**src/rtl/rl_fifo_pkg.sv**
```systemverilog
// Shared definitions for the rl FIFO family: read-latency derivation from the
// REGISTERED_OUTPUT setting of the single-clock FIFO.
package rl_fifo_pkg;

  function automatic int rd_latency(string registered_output);
    return (registered_output == "NO") ? 1 : 2;
  endfunction

  function automatic int buf_depth(string registered_output);
    return rd_latency(registered_output) + 1;
  endfunction

endpackage

```
**src/rtl/rl_fifo_regbuf.sv**
```systemverilog
// Small circular register buffer: push at tail, pop at head, synchronous clear.
// The head word is always presented on head_o.
module rl_fifo_regbuf #(
  parameter int DEPTH     = 2,
  parameter int DATA_SIZE = 32
) (
  input  logic                         clk_i,
  input  logic                         rst_ni,
  input  logic                         push_i,
  input  logic [DATA_SIZE-1:0]         data_i,
  input  logic                         pop_i,
  input  logic                         clear_i,
  output logic [DATA_SIZE-1:0]         head_o,
  output logic [$clog2(DEPTH+1)-1:0]   level_o
);

  localparam int PW = (DEPTH > 1) ? $clog2(DEPTH) : 1;
  localparam int LW = $clog2(DEPTH + 1);

  logic [DATA_SIZE-1:0] mem_q [DEPTH];
  logic [DATA_SIZE-1:0] mem_d [DEPTH];
  logic [PW-1:0]        head_q, head_d, tail_q, tail_d;
  logic [LW-1:0]        level_q, level_d;

  function automatic logic [PW-1:0] wrap_inc(input logic [PW-1:0] p);
    return (p == PW'(DEPTH - 1)) ? '0 : p + PW'(1);
  endfunction

  always_comb begin
    // NOTE: every variable gets its hold value first so no path leaves it unassigned (no latch); blocking '=' is correct in combinational code.
    mem_d   = mem_q;
    head_d  = head_q;
    tail_d  = tail_q;
    level_d = level_q;
    if (clear_i) begin
      head_d  = '0;
      tail_d  = '0;
      level_d = '0;
    end else begin
      if (push_i) begin
        mem_d[tail_q] = data_i;
        tail_d        = wrap_inc(tail_q);
      end
      if (pop_i) begin
        head_d = wrap_inc(head_q);
      end
      case ({push_i, pop_i})
        2'b10:   level_d = level_q + LW'(1);
        2'b01:   level_d = level_q - LW'(1);
        default: level_d = level_q;
      endcase
    end
  end

  // NOTE: state registers use non-blocking '<=' so every flop samples pre-edge values.
  always_ff @(posedge clk_i or negedge rst_ni) begin
    if (!rst_ni) begin
      // NOTE: storage is only a few words, so it is reset as well; q_o then reads zero out of reset.
      for (int i = 0; i < DEPTH; i++) mem_q[i] <= '0;
      head_q  <= '0;
      tail_q  <= '0;
      level_q <= '0;
    end else begin
      mem_q   <= mem_d;
      head_q  <= head_d;
      tail_q  <= tail_d;
      level_q <= level_d;
    end
  end

  assign head_o  = mem_q[head_q];
  assign level_o = level_q;

  // A capture into a full buffer without a simultaneous pop means the credit logic is broken.
  assert property (@(posedge clk_i) disable iff (!rst_ni)
                   !(push_i && !pop_i && !clear_i && level_q == LW'(DEPTH)));

endmodule

```
**src/rtl/rl_fifo_fwft.sv**
```systemverilog
// First-word-fall-through adapter: issues FIFO reads against a credit budget,
// absorbs the FIFO read latency in a register buffer and presents valid/ready.
module rl_fifo_fwft
  import rl_fifo_pkg::*;
#(
  parameter int    DATA_SIZE         = 32,
  parameter string REGISTERED_OUTPUT = "NO",
  localparam int   RD_LATENCY        = rd_latency(REGISTERED_OUTPUT),
  localparam int   BUF_DEPTH         = RD_LATENCY + 1,
  localparam int   LW                = $clog2(BUF_DEPTH + 1)
) (
  input  logic                 clk_i,
  input  logic                 rst_ni,
  input  logic                 clr_i,
  input  logic                 fifo_empty_i,
  output logic                 fifo_rdena_o,
  input  logic [DATA_SIZE-1:0] fifo_q_i,
  output logic                 valid_o,
  input  logic                 ready_i,
  output logic [DATA_SIZE-1:0] q_o,
  output logic [LW-1:0]        level_o
);

  localparam int CW = LW + 1;

  logic [RD_LATENCY-1:0] rd_sr_q, rd_sr_d;
  logic [CW-1:0]         inflight, credit_used;
  logic                  pop, capture, rdena;

  assign pop     = valid_o & ready_i;
  assign capture = rd_sr_q[RD_LATENCY-1];

  // Words already committed (buffered plus in flight, minus this cycle's pop)
  // must leave room for one more before another read may be issued.
  always_comb begin
    inflight    = CW'($countones(rd_sr_q));
    credit_used = CW'(level_o) + inflight - CW'(pop);
    rdena       = ~fifo_empty_i & ~clr_i & (credit_used < CW'(BUF_DEPTH));
    rd_sr_d     = '0;
    if (!clr_i) begin
      rd_sr_d[0] = rdena;
      for (int i = 1; i < RD_LATENCY; i++) rd_sr_d[i] = rd_sr_q[i-1];
    end
  end

  always_ff @(posedge clk_i or negedge rst_ni) begin
    if (!rst_ni) begin
      rd_sr_q <= '0;
    end else begin
      rd_sr_q <= rd_sr_d;
    end
  end

  rl_fifo_regbuf #(
    .DEPTH     (BUF_DEPTH),
    .DATA_SIZE (DATA_SIZE)
  ) u_regbuf (
    .clk_i   (clk_i),
    .rst_ni  (rst_ni),
    .push_i  (capture),
    .data_i  (fifo_q_i),
    .pop_i   (pop),
    .clear_i (clr_i),
    .head_o  (q_o),
    .level_o (level_o)
  );

  assign valid_o      = (level_o != '0);
  assign fifo_rdena_o = rdena;

endmodule

```
**config.mk**
```make
export PLATFORM = sky130hd
export DESIGN_NAME = rl_fifo_fwft
export DESIGN_NICKNAME = d
export VERILOG_FILES = /design/src/rtl/rl_fifo_pkg.sv /design/src/rtl/rl_fifo_regbuf.sv /design/src/rtl/rl_fifo_fwft.sv
export SDC_FILE = /design/constraint.sdc
export NUM_CORES = 1
export LEC_CHECK = 0
export ABC_AREA = 0
export BUFFER_PORTS_ARGS = -buffer_cell sky130_fd_sc_hd__buf_2
export CORE_ASPECT_RATIO = 1.4
export CORE_MARGIN = 5
export CORE_UTILIZATION = 35
export CTS_CLUSTER_SIZE = 24
export DETAILED_ROUTE_END_ITERATION = 10
export PLACE_DENSITY = 0.67
export RECOVER_POWER = 25
export SYNTH_ARGS = -nofsm -noshare
export SYNTH_HDL_FRONTEND = slang
export SYNTH_HIERARCHICAL = 1
export SYNTH_SLANG_ARGS = --single-unit
```
**constraint.sdc**
```tcl
create_clock -name clk_i -period 5.31 [get_ports clk_i]
set_input_delay 0.2655 -clock clk_i [delete_from_list [all_inputs] [get_ports clk_i]]
set_output_delay 0.2655 -clock clk_i [all_outputs]
set_load 0.01 [all_outputs]
```
==> results of run 1 <==
## worst max-delay path: stages, from the launching register on
cell and delay, ps:
dfrtp_1 440, or2_1 240, and2_1 220, ha_1 300, nand2b_1 150, fa_1 380, xor2_1 160, nor4b_1 240
buf_2 180
## sequential cells by signal, indices dropped and copies added (netlist names)
register	count
u_regbuf/level_o	2
capture	1
u_regbuf/head_q	1
u_regbuf/mem_q	64
u_regbuf/tail_q	1
## cell families after synthesis
logic type | Yosys count | share of synthesized area, %
muxes | 96 | 35.12
DFF | 69 | 56.10
AOI/OAI and AO/OA | 1 | 0.1624
xor gates and xnor gates | 5 | 1.423
adders and majority gates | 2 | 1.057
and+or+nand+nor | 14 | 3.334
buffers and inverters | 12 | 2.804
## worst min-delay path by stage
stage	start	endpoint	slack, ps	depth (start not counted)
global route	fifo_empty_i	capture$_DFF_PN0_	100	2
global placement	fifo_empty_i	capture$_DFF_PN0_	450	2
floorplan	rst_ni	capture$_DFF_PN0_	-30	0
detailed placement	fifo_empty_i	capture$_DFF_PN0_	460	2
CTS	fifo_empty_i	capture$_DFF_PN0_	100	2
finish	rst_ni	u_regbuf/mem_q[58]$_DFFE_PN0P_	120	2
## area by class of cell
| cell class | instances | area, µm² | area share, % |
|---|---|---|---|
| flip-flops and latches | 69 | 1727 | 44.70 |
| clock inverters | 3 | 65.06 | 1.684 |
| inverters | 1 | 3.754 | 0.09718 |
| multi-input cells | 118 | 1265 | 32.75 |
| well taps | 105 | 131.4 | 3.401 |
| repair buffers | 76 | 390.4 | 10.11 |
| clock buffers | 13 | 280.3 | 7.256 |
## metal layers
| metal | track usage [%] | vias up | part of all wire [%] |
|---|---|---|---|
| met5 | 0 | - | 0 |
| met4 | 5.866 | 0 | 1.9 |
| met3 | 4.823 | 10 | 7.0 |
| met2 | 21.45 | 50 | 53 |
| met1 | 12.71 | 920 | 39 |
| li1 | - | 859 | - |
## report_power, final
| part | leakage (nW) | total (W) | switching [W] | internal, W |
|---|---|---|---|---|
| Clock | 0.172 | 0.000673 | 0.000212 | 0.000461 |
| Combinational | 0.804 | 0.000851 | 0.000348 | 0.000503 |
| Sequential | 0.868 | 0.000899 | 0.000135 | 0.000764 |
## synth_stat cells, types with 2 or more instances
master    n  share of area (%)
buf_2     3               0.49
buf_4     4               0.98
buf_6     3                1.1
dfrtp_1  69                 56
mux2_1    5                1.8
mux2_2   91                 33
nor2_1    3               0.37
nor3b_1   2               0.49
nor4b_1   2               0.57
xnor2_1   3               0.85
xor2_1    2               0.57
## metrics by stage
stage	power (W)	hold slack, ps	setup slack [ps]
after floorplan	0.001493	-30.09	2678
after global placement	0.001750	445.8	2800
after detailed placement	0.001782	462.1	2711
after CTS	0.002476	103.2	2334
after global routing	0.002594	102.5	2185
final	0.002424	115.6	2408
==> flow_summary.json, run 1 <==
{
  "outcome": "finished clean",
  "grt_pass1_vias": 2113,
  "ctsRootBufferMaster": "clkbuf_16",
  "wl_per_cell_um": 15.72,
  "worstSetupStartpointType": "flop",
  "finalSetupViolations": 0,
  "critPathLaunch": "u_regbuf/level_o[1]$_DFFE_PN0P_",
  "via_per_inst": 4.777,
  "clkLatencyLatePin_ps": 330,
  "io_pins": 73,
  "final_cell_mix": "mux2_2 (91), buf_2 (72), dfrtp_1 (69)",
  "cts_tree": "built",
  "worstSetupEndpointType": "output port",
  "cts_sinks": 69,
  "ys.flop_type": "dfrtp_1",
  "reg2reg_depth": 7,
  "final.setup_skew_ps": 4.302,
  "grt_usage_pct": 12.38,
  "rrSetupSlack_ps": 3010,
  "crit_fanout": 6,
  "endpoint": "fifo_rdena_o",
  "drv_cap": 0,
  "layout_commonest_cell": "mux2_2",
  "stdcell_count": 385,
  "hold_path_class": "in2async",
  "dr_total_vias": 1839,
  "drv_slew": 0,
  "finalInstanceArea_um2": 3862,
  "ctsHoldBuffers": 0,
  "synth_cells": 199,
  "dieArea_um2": 10800,
  "grt_overflow": 0,
  "n_fill_cell": 808,
  "routed_wl_mm": 6.052,
  "final_util_pct": 44.87,
  "hold_viol_final": 0,
  "period_minus_slack_ps": 2902,
  "antenna_left": 0,
  "place_area_um2": 3517,
  "core_area_um2": 8608,
  "cts_buffers": 9,
  "synth_edf_count": 0,
  "grt_first_pass_wirelength_mm": 9.936,
  "worst-setup-path-type": "reg2out",
  "grt_max_degree": 70,
  "clockBufferDepth": 2,
  "vdd_drop_max_mv": 0.3025,
  "dr.first_iter.drc_count": 47,
  "layout.nets": 314,
  "fin_tns_setup_ps": 0,
  "critPathRequiredTime_ps": 5040,
  "yosysSeqAreaShare_pct": 56.10,
  "synth.distinct_cells": 23,
  "cts-resized-gates": 0,
  "rr_startpoint": "u_regbuf/level_o[1]$_DFFE_PN0P_",
  "drt-pass1-iter-count": 3,
  "p_per_area_nw_per_um2": 627.5,
  "layout_worst_path_cycle_share_pct": 54.64,
  "area_growth_pct": 25.49,
  "postCtsSetupBuffers": 0,
  "portBuffers": 72,
  "gp_congestion": 0.6660,
  "maxSlewHeadroom_pct": 40.06,
  "critPathArrivalTime_ps": 2640,
  "synth_seq_cells": 69,
  "antenna_cells": 0,
  "synth_area_um2": 3078,
  "die_width_um": 89.26,
  "layout-drive-gt1-share_pct": 65.71,
  "die_h_um": 121.0,
  "synth_warnings": 6,
  "rsz0062_at_grt": "false",
  "antenna_found_initial": 0,
  "hpwl_mm": 4.073,
  "initial_core_util_pct": 35.76,
  "syn-num-nets": 238,
  "cts.htree.levels": 3,
  "r2r_end": "capture$_DFF_PN0_",
  "dp_cells": 369,
  "std_cell_rows": 40,
  "syn_avg_cell_area_um2": 15.47,
  "power_leakage_nw": 1.844,
  "fmaxAchievable_mhz": 344.6,
  "synth-async-reset-ratio_pct": 100.0,
  "worst_pin_slew_ps": 898.1,
  "drc_errors": 0,
  "clk_pin_slew_worst_paths_ps": 60
}
(Power assumes the default switching activity.)
==> run 2: changes to the inputs <==
Settings changed: PLACE_DENSITY 0.67 to 0.69.
Clock period 5.31 ns to 2.4 ns, I/O delays scaled along.
==> run 2 against run 1 <==
The run now ends with negative setup slack left; combinational power rose by 140%; die area is the same; hold slack worse by 97 ps; critical path depth shrank 1; first-iteration DRC count decreased by 28%; critical endpoint unchanged; largest cell class unchanged.
==> flow_summary.json, run 2 (synthesis gave the netlist of run 1 again) <==
{
  "worstSetupStartpointType": "flop",
  "via_per_inst": 4.729,
  "maxSlewHeadroom_pct": 40.86,
  "drt-pass1-iter-count": 2,
  "final_cell_mix": "mux2_2 (91), buf_2 (71), dfrtp_1 (69)",
  "crit_fanout": 2,
  "io_pins": 73,
  "drv_cap": 0,
  "clockBufferDepth": 2,
  "dp_cells": 374,
  "outcome": "complete, but fails checks",
  "critPathMaxStageDelay_ps": 520,
  "cts_tree": "built",
  "layout-drive-gt1-share_pct": 67.59,
  "r2r_end": "capture$_DFF_PN0_",
  "clk_pin_slew_worst_paths_ps": 60,
  "reg2reg_depth": 6,
  "die_width_um": 89.26,
  "cts.htree.levels": 3,
  "vdd_drop_max_mv": 0.6822,
  "min_to": "u_regbuf/mem_q[35]$_DFFE_PN0P_",
  "n_fill_cell": 777,
  "dieArea_um2": 10800,
  "cts_buffers": 9,
  "wl_per_cell_um": 14.73,
  "grt_pass1_vias": 2081,
  "rrSetupSlack_ps": 380,
  "critPathArrivalTime_ps": 2360,
  "critPathRequiredTime_ps": 2280,
  "power_leakage_nw": 1.921,
  "routed_wl_mm": 5.818,
  "fmaxAchievable_mhz": 403.1,
  "stdcell_count": 395,
  "grt_max_degree": 37,
  "pre_cts_ws_ps": 113.2,
  "grt_first_pass_wirelength_mm": 9.397,
  "core_area_um2": 8608,
  "rsz0062_at_grt": "true",
  "largest_reg_flops": 64,
  "worst_pin_slew_ps": 887.1,
  "cts_sinks": 69,
  "dr_total_vias": 1868,
  "clkLatencyLatePin_ps": 330,
  "finalSetupViolations": 1,
  "layout_worst_path_cycle_share_pct": 103.4,
  "dr.first_iter.drc_count": 34,
  "layout.nets": 324,
  "grt_usage_pct": 11.60,
  "antenna_left": 0,
  "antenna_found_initial": 0,
  "initial_core_util_pct": 35.76,
  "antenna_cells": 0,
  "final.setup_skew_ps": 6.640,
  "min-delay-start": "fifo_q_i[3]",
  "portBuffers": 72,
  "drv_slew": 0,
  "slowest_stage": "fa_2",
  "p_per_area_nw_per_um2": 1418,
  "path_cells": "or2_1, and2_4, ha_1, nand2b_4, fa_2, nor4b_2, buf_2",
  "rr_startpoint": "u_regbuf/level_o[0]$_DFFE_PN0P_",
  "hpwl_mm": 4.121,
  "whs_path_depth": 2,
  "finalInstanceArea_um2": 4010,
  "setup_ws_ps": -80.88,
  "ctsRootBufferMaster": "clkbuf_16",
  "registers.top_by_ff_count": "u_regbuf/mem_q",
  "drc_errors": 0,
  "hold_viol_final": 0,
  "violations": "negative setup slack",
  "die_h_um": 121.0,
  "layout_commonest_cell": "mux2_2",
  "worstSetupEndpointType": "output port",
  "gp_congestion": 0.6666,
  "final_util_pct": 46.58,
  "fin_tns_setup_ps": -80.88,
  "place_area_um2": 3573,
  "period_minus_slack_ps": 2481,
  "std_cell_rows": 40,
  "hold_path_class": "in2reg",
  "grt_overflow": 0,
  "worst-setup-path-type": "reg2out",
  "area_growth_pct": 30.28
}
## run 2: cell count changes in the layout (fill, tap and decap cells not counted), moves of 2 or more
| cell | previous run | this run |
|---|---|---|
| dlygate4sd3_1 | 0 | 2 |
| clkbuf_2 | 0 | 2 |
| clkbuf_8 | 4 | 1 |
| bufinv_16 | 2 | 5 |
| buf_4 | 4 | 11 |
## run 2: power breakdown
group          internal (W)  total (W)  switching (W)
Clock               0.00125    0.00173       0.000478
Combinational       0.00118    0.00202       0.000842
Sequential          0.00169    0.00193       0.000243
Total               0.00412    0.00569        0.00156
## run 2: repair_timing
item / in CTS / in global routing
setup buffers: 2 / 1
resized for setup: 4 / 0
hold buffers: 2 / 0
pin swaps: 3 / 1
hold endpoints to repair: 34 / 0
setup endpoints to repair: 1 / 1
## run 2: worst max path at each step
stage                                    start            to  slack (ps)  cells after the start
6_report       u_regbuf/level_o[0]$_DFFE_PN0P_  fifo_rdena_o         -80                      7
5_1_grt        u_regbuf/level_o[1]$_DFFE_PN0P_  fifo_rdena_o        -200                      7
4_1_cts        u_regbuf/level_o[0]$_DFFE_PN0P_  fifo_rdena_o        -140                      8
3_3_place_gp   u_regbuf/level_o[0]$_DFFE_PN0P_  fifo_rdena_o         150                      8
3_5_place_dp   u_regbuf/level_o[0]$_DFFE_PN0P_  fifo_rdena_o         110                      8
2_1_floorplan  u_regbuf/level_o[1]$_DFFE_PN0P_  fifo_rdena_o          40                      7
## run 2: metal layers
layer	vias to the layer above	track usage [%]	part of all wire, %	routed length, µm
li1	878	-	-	-
met3	8	5.027	7.6	442
met4	0	5.866	1.8	104
met1	930	12.65	40	2332
met5	-	0	0	0
met2	52	18.77	50	2938
## run 2: through the flow
step                      total power [W]  hold slack, ps
after floorplan                  0.003310          -175.6
after global placement           0.003897           234.6
after detailed placement         0.003979           247.3
after CTS                        0.005786           6.260
after global routing             0.006043           7.768
final                            0.005687           18.69
## run 2: critical path: cells and delay by family (launching register included)
| family | cells | cell delay [ps] |
|---|---|---|
| adder cells (fa/ha/maj) | 2 | 800 |
| buffers and inverters | 1 | 170 |
| flip-flops | 1 | 380 |
| AND/OR/NAND/NOR | 4 | 690 |
## run 2: layout make-up
class                   instances  area [µm²]  share of cell area (%)
repair buffers                 86       467.9                   11.67
well taps                     105       131.4                   3.276
inverters                       1       3.754                 0.09360
flip-flops and latches         69        1727                   43.06
clock inverters                 6       157.7                   3.931
multi-input cells             118        1284                   32.01
clock buffers                  10       239.0                   5.959
==> run 3: changes to the inputs <==
Settings changed: CORE_UTILIZATION 35 to 48, PLACE_DENSITY 0.69 to 0.86.
==> run 3 against run 2 <==
The flow finishes with violations (max-capacitance violations, max-slew violations, negative setup slack); sequential share of layout area grew 2.9 points; critical path type unchanged; largest cell class unchanged; register-to-register slack gained 40 ps; final area shrank 6.3%; count of clock-buffer cells in the layout grew 2; critical path depth grew 1.
==> flow_summary.json, run 3 (synthesis gave the netlist of run 1 again) <==
{
  "outcome": "complete, but fails checks",
  "violations": "max-capacitance violations, max-slew violations, negative setup slack",
  "dr_total_vias": 1910,
  "layout.nets": 322,
  "dieArea_um2": 8136,
  "largest_reg_flops": 64,
  "layout_worst_path_cycle_share_pct": 102.6,
  "layout-drive-gt1-share_pct": 67.13,
  "drv_cap": 1,
  "io_pins": 73,
  "ctsRootBufferMaster": "clkbuf_8",
  "registers.top_by_ff_count": "u_regbuf/mem_q",
  "place_area_um2": 3545,
  "gp_congestion": 0.7195,
  "worst_pin_slew_ps": 1724,
  "hold_path_class": "in2reg",
  "hpwl_mm": 4.114,
  "dr.first_iter.drc_count": 65,
  "antenna_found_initial": 0,
  "die_width_um": 77.68,
  "final.setup_skew_ps": 8.409,
  "period_minus_slack_ps": 2462,
  "power_leakage_nw": 1.811,
  "portBuffers": 72,
  "finalInstanceArea_um2": 3756,
  "fmaxAchievable_mhz": 406.1,
  "worstSetupStartpointType": "flop",
  "grt_first_pass_wirelength_mm": 10.06,
  "grt_pass1_vias": 2191,
  "area_growth_pct": 22.03,
  "critPathRequiredTime_ps": 2280,
  "drt-pass1-iter-count": 4,
  "cts_tree": "built",
  "wl_per_cell_um": 16.24,
  "cts_sinks": 69,
  "finalSetupViolations": 1,
  "final_cell_mix": "mux2_2 (91), buf_2 (71), dfrtp_1 (69)",
  "worstSetupEndpointType": "output port",
  "stdcell_count": 358,
  "die_h_um": 104.8,
  "critPathArrivalTime_ps": 2340,
  "initial_core_util_pct": 49.56,
  "maxSlewHeadroom_pct": -14.92,
  "grt_overflow": 0,
  "grt_usage_pct": 15.63,
  "clockBufferDepth": 2,
  "worst-setup-path-type": "reg2out",
  "clk_pin_slew_worst_paths_ps": 60,
  "p_per_area_nw_per_um2": 1279,
  "clkLatencyLatePin_ps": 330,
  "crit_fanout": 2,
  "drc_errors": 0,
  "layout_commonest_cell": "mux2_2",
  "hold_viol_final": 0,
  "antenna_left": 0,
  "via_per_inst": 5.335,
  "antenna_cells": 0,
  "n_fill_cell": 495,
  "routed_wl_mm": 5.813,
  "setup_ws_ps": -62.47,
  "core_area_um2": 6211,
  "rsz0062_at_grt": "true",
  "vdd_drop_max_mv": 0.5995,
  "dp_cells": 341,
  "drv_slew": 34,
  "cts.htree.levels": 3,
  "grt_max_degree": 38,
  "std_cell_rows": 34,
  "cts_buffers": 9
}
[run 3: final cells by class]
class                      count  area, µm²  area share (%)
tap                           72      90.09           2.398
inverter                       1      3.754         0.09993
clock buffer                  12      155.1           4.131
multi-input combinational    118       1304           34.71
timing repair buffer          84      466.7           12.43
sequential                    69       1727           45.97
clock inverter                 2      10.01          0.2665
[run 3: routing by layer]
layer / share of wire [%] / GRT usage, %
met3: 5.4 / 4.303
met4: 1.8 / 7.617
met2: 55 / 27.84
met5: 0 / 0
met1: 38 / 16.60
[run 3: worst paths after layout]
kind / to / startpoint / cells after the start / slack (ps)
max: fifo_rdena_o / u_regbuf/level_o[0]$_DFFE_PN0P_ / 8 / -60
max in group asynchronous: u_regbuf/mem_q[7]$_DFFE_PN0P_ / rst_ni / 3 / 330
max reg2reg: capture$_DFF_PN0_ / u_regbuf/level_o[0]$_DFFE_PN0P_ / 7 / 420
min: u_regbuf/mem_q[61]$_DFFE_PN0P_ / fifo_q_i[29] / 2 / 20
min in group asynchronous: u_regbuf/mem_q[28]$_DFFE_PN0P_ / rst_ni / 2 / 770
min reg2reg: u_regbuf/mem_q[36]$_DFFE_PN0P_ / u_regbuf/mem_q[36]$_DFFE_PN0P_ / 1 / 480
[run 3: where the power goes]
part | leakage, nW | switching (W) | internal [W]
combinational | 0.855 | 0.000834 | 0.00120
clock | 0.0881 | 0.000385 | 0.000417
sequential | 0.868 | 0.000281 | 0.00169
total | 1.81 | 0.00150 | 0.00330
[run 3: timing repair]
item                                   CTS  global route
resized for setup                        5             0
hold buffers                             2             0
pin swaps                                6             4
setup endpoints to repair                1             1
endpoints found under the hold margin   33             0
buffers inserted                         1             0
[run 3: metrics by stage]
| stage | setup TNS [ps] | util, % | total power [W] | hold slack, ps | setup WS, ps |
|---|---|---|---|---|---|
| 2_1_floorplan | 0 | - | 0.003310 | -175.6 | 39.28 |
| 3_3_place_gp | 0 | 57.07 | 0.003909 | 227.2 | 200.3 |
| 3_5_place_dp | 0 | 57.07 | 0.004001 | 235.4 | 116.4 |
| 4_1_cts | -167.5 | 60.70 | 0.004886 | 3.951 | -167.5 |
| 5_1_grt | -6117 | 60.48 | 0.005144 | 14.86 | -172.5 |
| 6_report | -62.47 | 60.48 | 0.004804 | 20.73 | -62.47 |
[run 3: worst max-delay path, stage by stage, from the launching register on]
cell,delay (ps)
dfrtp_1,380
or2_1,240
and2_4,150
ha_4,200
nand2b_4,130
fa_2,340
xor2_2,160
nor4b_2,230
buf_2,180
